==> src/rtl/inttofloat_arbiter_pkg.sv <==
// Shared definitions for the converter arbiter: FSM encodings, the float
// zero returned on an aborted conversion, and small index helpers.
package inttofloat_arbiter_pkg;

  localparam logic [1:0] ST_IDLE = 2'd0;
  localparam logic [1:0] ST_LOAD = 2'd1;
  localparam logic [1:0] ST_WAIT = 2'd2;

  localparam logic [31:0] FLOAT_ZERO = 32'h0000_0000;

  // Timeout counter width; TIMEOUT is limited to 1..255.
  localparam int CNT_W = 8;

  // (base + off) mod n, for base < n and off < n.
  function automatic int unsigned wrap_add(input int unsigned base,
                                           input int unsigned off,
                                           input int unsigned n);
    int unsigned s;
    s = base + off;
    return (s >= n) ? (s - n) : s;
  endfunction

  // idx + 1 mod n.
  function automatic int unsigned wrap_inc(input int unsigned idx,
                                           input int unsigned n);
    return wrap_add(idx, 1, n);
  endfunction

endpackage

==> src/rtl/inttofloat_arbiter_rr_arbiter.sv <==
// Combinational round-robin pick: first eligible requester at or after the
// pointer, wrapping at NUM_REQ-1 -> 0. Reusable by other shared-unit
// schedulers.
module rr_arbiter
  import inttofloat_arbiter_pkg::*;
#(
  parameter int NUM_REQ = 4,
  parameter int IDX_W   = 2
) (
  input  logic [NUM_REQ-1:0] eligible,
  input  logic [IDX_W-1:0]   pointer,
  output logic               grant_valid,
  output logic [IDX_W-1:0]   grant_idx
);

  logic [IDX_W-1:0] cand;

  // Scan from the pointer outward; the first hit wins.
  always_comb begin
    grant_valid = 1'b0;
    grant_idx   = '0;
    cand        = '0;
    for (int off = 0; off < NUM_REQ; off++) begin
      cand = IDX_W'(wrap_add(32'(pointer), off, NUM_REQ));
      if (!grant_valid && eligible[cand]) begin
        grant_valid = 1'b1;
        grant_idx   = cand;
      end
    end
  end

endmodule

==> src/rtl/inttofloat_arbiter.sv <==
// Shares one inttofloat converter between NUM_REQ requesters. Round-robin
// grant, one-cycle load pulse to the converter, then waits for done (or a
// timeout) and returns the float with a one-cycle ack to the winner.
//
//  state   | meaning
//  --------+-----------------------------------------------------------
//  IDLE    | pick a winner among req & ~ack, latch its index and data
//  LOAD    | cvt_start high for this single cycle, timeout counter cleared
//  WAIT    | watch cvt_done; ack with result, or abort with err on timeout
//
// Latency counted in clock edges from the grant edge: ack lands three edges
// later for a nonzero input, two for zero (the converter finishes zero in the
// load cycle). With other requesters pending the next grant follows the ack
// edge directly, so conversions stream every four cycles; the requester just
// acked is masked for one cycle while it drops req.
module inttofloat_arbiter
  import inttofloat_arbiter_pkg::*;
#(
  parameter int NUM_REQ = 4,
  parameter int IDX_W   = 2,
  parameter int TIMEOUT = 15
) (
  input  logic                    clk,
  input  logic                    reset,
  input  logic [NUM_REQ-1:0]      req,
  input  logic [16*NUM_REQ-1:0]   req_data,
  output logic [NUM_REQ-1:0]      ack,
  output logic [31:0]             result,
  output logic                    err,
  output logic                    busy,
  output logic                    cvt_start,
  output logic [15:0]             cvt_intin,
  input  logic [31:0]             cvt_floatout,
  input  logic                    cvt_done
);

  logic [1:0]         state;
  logic [IDX_W-1:0]   ptr;
  logic [IDX_W-1:0]   idx;
  logic [CNT_W-1:0]   tcnt;
  logic [NUM_REQ-1:0] eligible;
  logic               grant_valid;
  logic [IDX_W-1:0]   grant_idx;
  logic [15:0]        sel_data;
  logic [NUM_REQ-1:0] idx_onehot;
  logic [IDX_W-1:0]   ptr_next;
  logic               timed_out;

  // The requester being acked this cycle may still hold req; keep it out.
  assign eligible = req & ~ack;

  rr_arbiter #(
    .NUM_REQ (NUM_REQ),
    .IDX_W   (IDX_W)
  ) u_rr (
    .eligible    (eligible),
    .pointer     (ptr),
    .grant_valid (grant_valid),
    .grant_idx   (grant_idx)
  );

  // Select the winning requester's 16-bit operand.
  always_comb begin
    sel_data = '0;
    for (int i = 0; i < NUM_REQ; i++) begin
      if (grant_idx == IDX_W'(i)) sel_data = req_data[16*i +: 16];
    end
  end

  assign idx_onehot = {{(NUM_REQ-1){1'b0}}, 1'b1} << idx;
  assign ptr_next   = IDX_W'(wrap_inc(32'(idx), NUM_REQ));
  assign timed_out  = (tcnt == CNT_W'(TIMEOUT - 1));

  // Sequencer: grant, load pulse, wait for done or timeout, ack.
  always_ff @(posedge clk or negedge reset) begin
    if (!reset) begin
      state     <= ST_IDLE;
      ptr       <= '0;
      idx       <= '0;
      tcnt      <= '0;
      ack       <= '0;
      err       <= 1'b0;
      busy      <= 1'b0;
      cvt_start <= 1'b0;
      cvt_intin <= '0;
      result    <= FLOAT_ZERO;
    end else begin
      ack       <= '0;
      err       <= 1'b0;
      cvt_start <= 1'b0;
      case (state)
        ST_IDLE: begin
          if (grant_valid) begin
            idx       <= grant_idx;
            cvt_intin <= sel_data;
            cvt_start <= 1'b1;
            busy      <= 1'b1;
            state     <= ST_LOAD;
          end
        end
        // cvt_done may still be high from the previous conversion here.
        ST_LOAD: begin
          tcnt  <= '0;
          state <= ST_WAIT;
        end
        ST_WAIT: begin
          if (cvt_done) begin
            result <= cvt_floatout;
            ack    <= idx_onehot;
            ptr    <= ptr_next;
            busy   <= 1'b0;
            state  <= ST_IDLE;
          end else if (timed_out) begin
            result <= FLOAT_ZERO;
            ack    <= idx_onehot;
            err    <= 1'b1;
            ptr    <= ptr_next;
            busy   <= 1'b0;
            state  <= ST_IDLE;
          end else begin
            tcnt <= tcnt + 1'b1;
          end
        end
        default: begin
          busy  <= 1'b0;
          state <= ST_IDLE;
        end
      endcase
    end
  end

endmodule

==> config.mk <==
export PLATFORM = sky130hd
export DESIGN_NAME = inttofloat_arbiter
export DESIGN_NICKNAME = d
export VERILOG_FILES = /design/src/rtl/inttofloat_arbiter_pkg.sv /design/src/rtl/inttofloat_arbiter_rr_arbiter.sv /design/src/rtl/inttofloat_arbiter.sv
export SDC_FILE = /design/constraint.sdc
export NUM_CORES = 1
export LEC_CHECK = 0
export BUFFER_PORTS_ARGS = -buffer_cell sky130_fd_sc_hd__buf_2
export CAP_MARGIN = 20
export CORE_UTILIZATION = 30
export DETAILED_ROUTE_END_ITERATION = 8
export GPL_ROUTABILITY_DRIVEN = 0
export HOLD_SLACK_MARGIN = 0.15
export MAX_ROUTING_LAYER = met4
export PLACE_DENSITY = 0.64
export SYNTH_ARGS = -nofsm -noshare
export SYNTH_HDL_FRONTEND = slang
export SYNTH_SLANG_ARGS = --single-unit
==> constraint.sdc <==
create_clock -name clk -period 1.8 [get_ports clk]
set_input_delay 0.09 -clock clk [delete_from_list [all_inputs] [get_ports clk]]
set_output_delay 0.09 -clock clk [all_outputs]
set_load 0.05 [all_outputs]
Word level (Yosys, flattened, before mapping):

Index checks and enable logic that the tools add are counted.

* RAM bits: 0
* bits in read-only memories: 0
* output and inout bits: 55
* memories kept: 0
* input bits: 103
* logic and storage cells: 106
* register bits after elaboration: 69
* latch bits: 0

* order comparisons: 9
* mux-type cells: 48
* divide/modulo/power cells: 0
* $add $sub $neg: 10
* $mul: 0
* eq/ne operators: 10
* bitwise gates (word level): 3
* reduce and logical (&&, ||, !) cells: 15
* shifts and indexed selects: 1

Operators with widths (number)
* two-way mux 16 bit: 4
* two-way mux 32 bit: 2
* two-way mux 2 bit: 14
* two-way mux 1 bit: 16
* two-way mux 8 bit: 2
* case mux 8 bit (2 select lines): 1
* greater-or-equal comparator 3 bit, second input constant: 4
* less-than comparator 2 x 3 -> 1 bit, second input constant: 4
* two-way mux 4 bit: 3
* subtractor 2 x 1 -> 2 bit, second input constant: 5
* adder 8 x 1 -> 8 bit, second input constant: 1
* binary-select mux 1 bit (select 2 bit): 4
* equality test 8 x 4 -> 1 bit, second input constant: 1
* adder 2 x 1 -> 3 bit, second input constant: 2
* adder 2 x 2 -> 3 bit, second input constant: 2
* equality test 2 bit, second input constant: 3
* inequality test 2 bit, second input constant: 3
* case mux 2 bit (3 select lines): 1
* AND reduction 2 bit: 3
* AND reduction 3 bit: 2
* bitwise AND 4 bit: 1
* equality test 2 x 1 -> 1 bit, second input constant: 2
* zero test 2 bit: 2
* NOT 4 bit: 1
* 8 further kinds: 13

Depth between registers and ports, before layout:

* word-level depth: 19
* mapped depth: 9
* depth with buffers taken out: 7

Cells and area by module:

Synthesis repeated with hierarchy kept, for this count alone.

* cells, all modules: 235
* area total of the unflattened synthesis: 3170.5 um^2

Modules (own cells, without submodules)
* inttofloat_arbiter: times used 1, cells an instance 220, seq. area each 1726.7 um^2, area an instance 3093.0 um^2
* rr_arbiter: times used 1, cells an instance 15, seq. area each 0.0 um^2, area an instance 77.6 um^2

Least setup slack after synthesis:

Ideal clock, no wire load.

* path type: register to register
* start: reg ack[1]
* end: reg cvt_intin[2]
* buffers on the path: 1
* period minus slack after synthesis: 1965 ps
* setup time: 124 ps
* slack: -165 ps
* data arrival time: 1841 ps
* cell stages (with the launch flop): 7
* path through: dfrtp_1 > and2b_4 > o311ai_4 > nand2_4 > buf_6 > a211oi_2 > o21ai_1

* word-level cells in the longest chain between the ends: 19
* elaborated cells on any way between the ends: 33
* classes of those cells: eq/ne: 3; mux: 20; bitwise: 2; reduce/logical: 8

Ends and longest elaborated chain
* from (decl): line inttofloat_arbiter.sv:27 `output logic [NUM_REQ-1:0] ack,`
* from (signal assigned): line inttofloat_arbiter.sv:109 `ack <= idx_onehot;`
* from (signal assigned): line inttofloat_arbiter.sv:115 `ack <= idx_onehot;`
* NOT 4 bit *: line inttofloat_arbiter.sv:50 `assign eligible = req & ~ack;`
* bitwise AND 4 bit *: line inttofloat_arbiter.sv:50
* binary-select mux 1 bit (select 2 bit): line inttofloat_arbiter_rr_arbiter.sv:25 `if (!grant_valid && eligible[cand]) begin`
* two-way mux 1 bit (not written as such): line inttofloat_arbiter_rr_arbiter.sv:25
* two-way mux 1 bit: line inttofloat_arbiter_rr_arbiter.sv:25
* zero test 1 bit: line inttofloat_arbiter_rr_arbiter.sv:25
* logical AND 1 bit: line inttofloat_arbiter_rr_arbiter.sv:25
* two-way mux 1 bit: line inttofloat_arbiter_rr_arbiter.sv:25
* zero test 1 bit: line inttofloat_arbiter_rr_arbiter.sv:25
* logical AND 1 bit: line inttofloat_arbiter_rr_arbiter.sv:25
* two-way mux 1 bit: line inttofloat_arbiter_rr_arbiter.sv:25
* zero test 1 bit: line inttofloat_arbiter_rr_arbiter.sv:25
* logical AND 1 bit: line inttofloat_arbiter_rr_arbiter.sv:25
* two-way mux 2 bit: line inttofloat_arbiter_rr_arbiter.sv:25
* zero test 2 bit: line inttofloat_arbiter.sv:66 `if (grant_idx == IDX_W'(i)) sel_data = req_data[16*i +: 16];`
* two-way mux 16 bit (4 in a row): line inttofloat_arbiter.sv:66
* to (signal assigned): line inttofloat_arbiter.sv:95 `cvt_intin <= sel_data;`
* to (decl): line inttofloat_arbiter.sv:32 `output logic [15:0] cvt_intin,`

Every way passes the cells marked *; elsewhere a longest branch is shown, timed or not. The select of a mux whose other input is x is not followed.
A chain may end at the register's enable or synchronous reset.

Worst setup path in the final report:

* start: reg tcnt[0]
* end: reg result[4]

* word-level cells in the longest chain between the ends: 3

Ends and longest elaborated chain
* from (decl): line inttofloat_arbiter.sv:40 `logic [CNT_W-1:0] tcnt;`
* from (signal assigned): line inttofloat_arbiter.sv:121 `tcnt <= tcnt + 1'b1;`
* equality test 8 x 4 -> 1 bit: line inttofloat_arbiter.sv:72 `assign timed_out = (tcnt == CNT_W'(TIMEOUT - 1));`
* nonzero test 2 bit (no line)
* AND reduction 2 bit (no line)
* to (signal assigned): line inttofloat_arbiter.sv:108 `result <= cvt_floatout;`
* to (decl): line inttofloat_arbiter.sv:28 `output logic [31:0] result,`

Every way passes these cells.

==> impl_metrics.ini <==
[run_status]
status = finished, violations left
violations = setup timing

[power]
power_density_nw_per_um2 = 1700
p_leak_nw = 2.76
vdd.ir_drop.worst_mv = 0.976

[routing]
drtIter0Drc = 126
drc_errors = 0
vias = 3558
wirelength_um = 11600
dr.pass1.iters = 4
wl_per_cell_um = 16.2
viasPerCell = 5.00
ant_nets = 0

[synth]
netlist_area_sq_um = 3390
synth_edf_count = 0
synth_area_per_cell_sq_um = 11.3
synth_seq_area_share_pct = 51.0
synth_cell_types = 50
syn_nets = 409
yosysWarnings = 0
postSynth.asyncResetShare_pct = 100
synthCells = 300
ys_ff_latch = 69
dominantRegCellSynth = dfrtp_1

[global_route]
grt_overflow = 0
grt_pass1_wl_um = 16800
grt_pass1_vias = 3509
track_usage_pct = 19.1
antenna_found_initial = 0
grt_max_degree = 36

[floorplan]
die_area_sq_um = 11700
rows = 38
die_y_um = 108
die_w_um = 108
core_area_sq_um = 10900
start_util_pct = 31.0
ioPinCount = 158

[critical_path]
worst_setup_path_end_kind = flip-flop
r2r_slack_ns = -0.05
required_ns = 2.01
timing.rr.start = tcnt[0]
worstSetupStartpoint = tcnt[0]
worstSetupStartpointType = flip-flop
crit_type = reg -> reg
cp.arrival_ns = 2.06
cp_max_fo = 8

[sta]
maxSlewHeadroom_pct = 70.8
finalWorstSetupSlack_ns = -0.0474
max_freq_mhz = 541
finalHoldViolCount = 0
fin_crit_sh_pct = 103
skew_ns = 0.00736
rsz0062_at_grt = yes
tightest_slew_ns = 0.438
period_needed_ns = 1.85
slew_violations = 0
whs_ns = 0.172
setup_viol = 30

[worst_hold_path]
worstHoldStart = req_data[38]
hp-class = in -> reg

[clocking]
cts_tree = done
htreeDepth = 3
cts-root-buf = clkbuf_16
clkSlewWorstSetupHoldPaths_ns = 0.06
clk_path_buf_depth = 2
cts_buffers = 9
cts_sinks = 69
clk_latency_ns = 0.33

[placement]
pre_cts_slack_ns = -0.190
place.port_buffers = 157
dp_hpwl_um = 6600
post-place-cells = 602

[cells_and_area]
area_delta_synth_final_pct = 71.8
regArea_sq_um = 1730
drive_above_1_share_pct = 46.0
multi_input_area_sq_um = 1640
num_antenna_cells = 0
fillers = 974
nets = 676
instances_no_fill = 712

[flow_run]
maxCapViolCount = 0
[flip-flops by register name, indices dropped and copies added, names as in the netlist]
name / count
err: 1
cvt_start: 1
ptr: 2
result: 32
ack: 4
tcnt: 8
state: 2
busy: 1
idx: 2
cvt_intin: 16
[layout by cell type, fill, tap and decap left out, types with 3 or more instances in the layout]
master / instances
dfrtp_2: 4
a21oi_1: 3
buf_2: 157
clkinvlp_4: 5
clkbuf_16: 11
nor2_1: 8
and3_2: 10
and3_1: 7
a211oi_2: 16
buf_12: 3
buf_6: 5
and2_1: 3
a22o_1: 32
o221ai_1: 16
or3b_1: 3
nand2_1: 26
nand3_1: 4
ha_1: 4
inv_1: 11
dlygate4sd3_1: 82
o21ai_0: 9
buf_4: 21
o21ai_1: 18
dfrtp_1: 65
[repair_timing]
action                     in CTS  in global routing
setup buffers                   2                  3
pin swaps                       1                 17
setup endpoints to repair      17                 53
cloned                          1                  6
hold buffers                   82                  0
gates resized for setup         3                 35
hold endpoints to repair      110                  0
[Yosys cell counts (6+ instances only)]
cell type  count  share of area, %
a211oi_1       7               1.6
a211oi_2       9               3.3
a22o_1        32               8.3
and3_1         7               1.3
and3_2        10               2.2
clkbuf_1       7              0.78
dfrtp_1       69                51
ha_1           6               2.2
inv_1         12               1.3
nand2_1       26               2.9
nor2_1         9               1.0
o21ai_0       18               2.7
o21ai_1       11               1.6
o221ai_1      16               4.1
[kinds of logic after synthesis]
logic type,share of synthesized area (%)
DFF,51.0
muxes,0.665
AOI/OAI and AO/OA,26.8
buffers and inverters,4.80
and+or+nand+nor,14.6
adders and majority gates,2.22
[worst max-delay path, stage by stage, from the launching register on]
cell and delay [ns]:
dfrtp_1 0.38, inv_2 0.08, ha_4 0.13, nand4b_1 0.22
nor4_4 0.31, o21ai_4 0.17, buf_12 0.18, a22o_1 0.25
[report_power, final]
part           total [mW]  leakage, nW  internal [mW]  switching, mW
Combinational        5.66         1.77           1.88           3.78
Sequential           2.62        0.864           2.20          0.421
Clock                1.63        0.128          0.933          0.693
Total                9.91         2.76           5.01           4.90
[metrics by stage]
step / util, % / TNS [ns] / power [mW] / area [sq um]
floorplan: - / -0.316 / 6.34 / 3400
global placement: 40.7 / -1.33 / 7.57 / 4450
detailed placement: 40.7 / -2.07 / 7.66 / 4450
CTS: 51.1 / 0 / 9.54 / 5590
global route: 53.2 / -4.27 / 10.5 / 5820
finish: 53.2 / -0.805 / 9.91 / 5820
[area by class of cell]
class / instances / share of cell area (%)
sequential: 69 / 29.8
multi-input combinational: 202 / 28.2
inverter: 13 / 0.924
tap: 140 / 3.01
timing repair inverter: 2 / 0.258
clock inverter: 7 / 0.860
clock buffer: 9 / 3.87
timing repair buffer: 270 / 33.2
[path summary, 6_finish.rpt]
path / end / cells past startpoint
max: result[4] / 7
min: cvt_intin[6] / 4
max reg2reg: result[4] / 7
min reg2reg: tcnt[7] / 1
max in group asynchronous: ptr[1] / 3
min in group asynchronous: err / 2
[metal layers]
layer | routed length [um] | GRT usage [%] | vias up
li1 | - | - | 1665
met1 | 4970 | 22.3 | 1728
met2 | 5740 | 31.6 | 136
met3 | 533 | 4.76 | 29
met4 | 316 | 7.82 | 0
met5 | 0 | - | -
No activity file was read; power rests on OpenSTA's default activity.
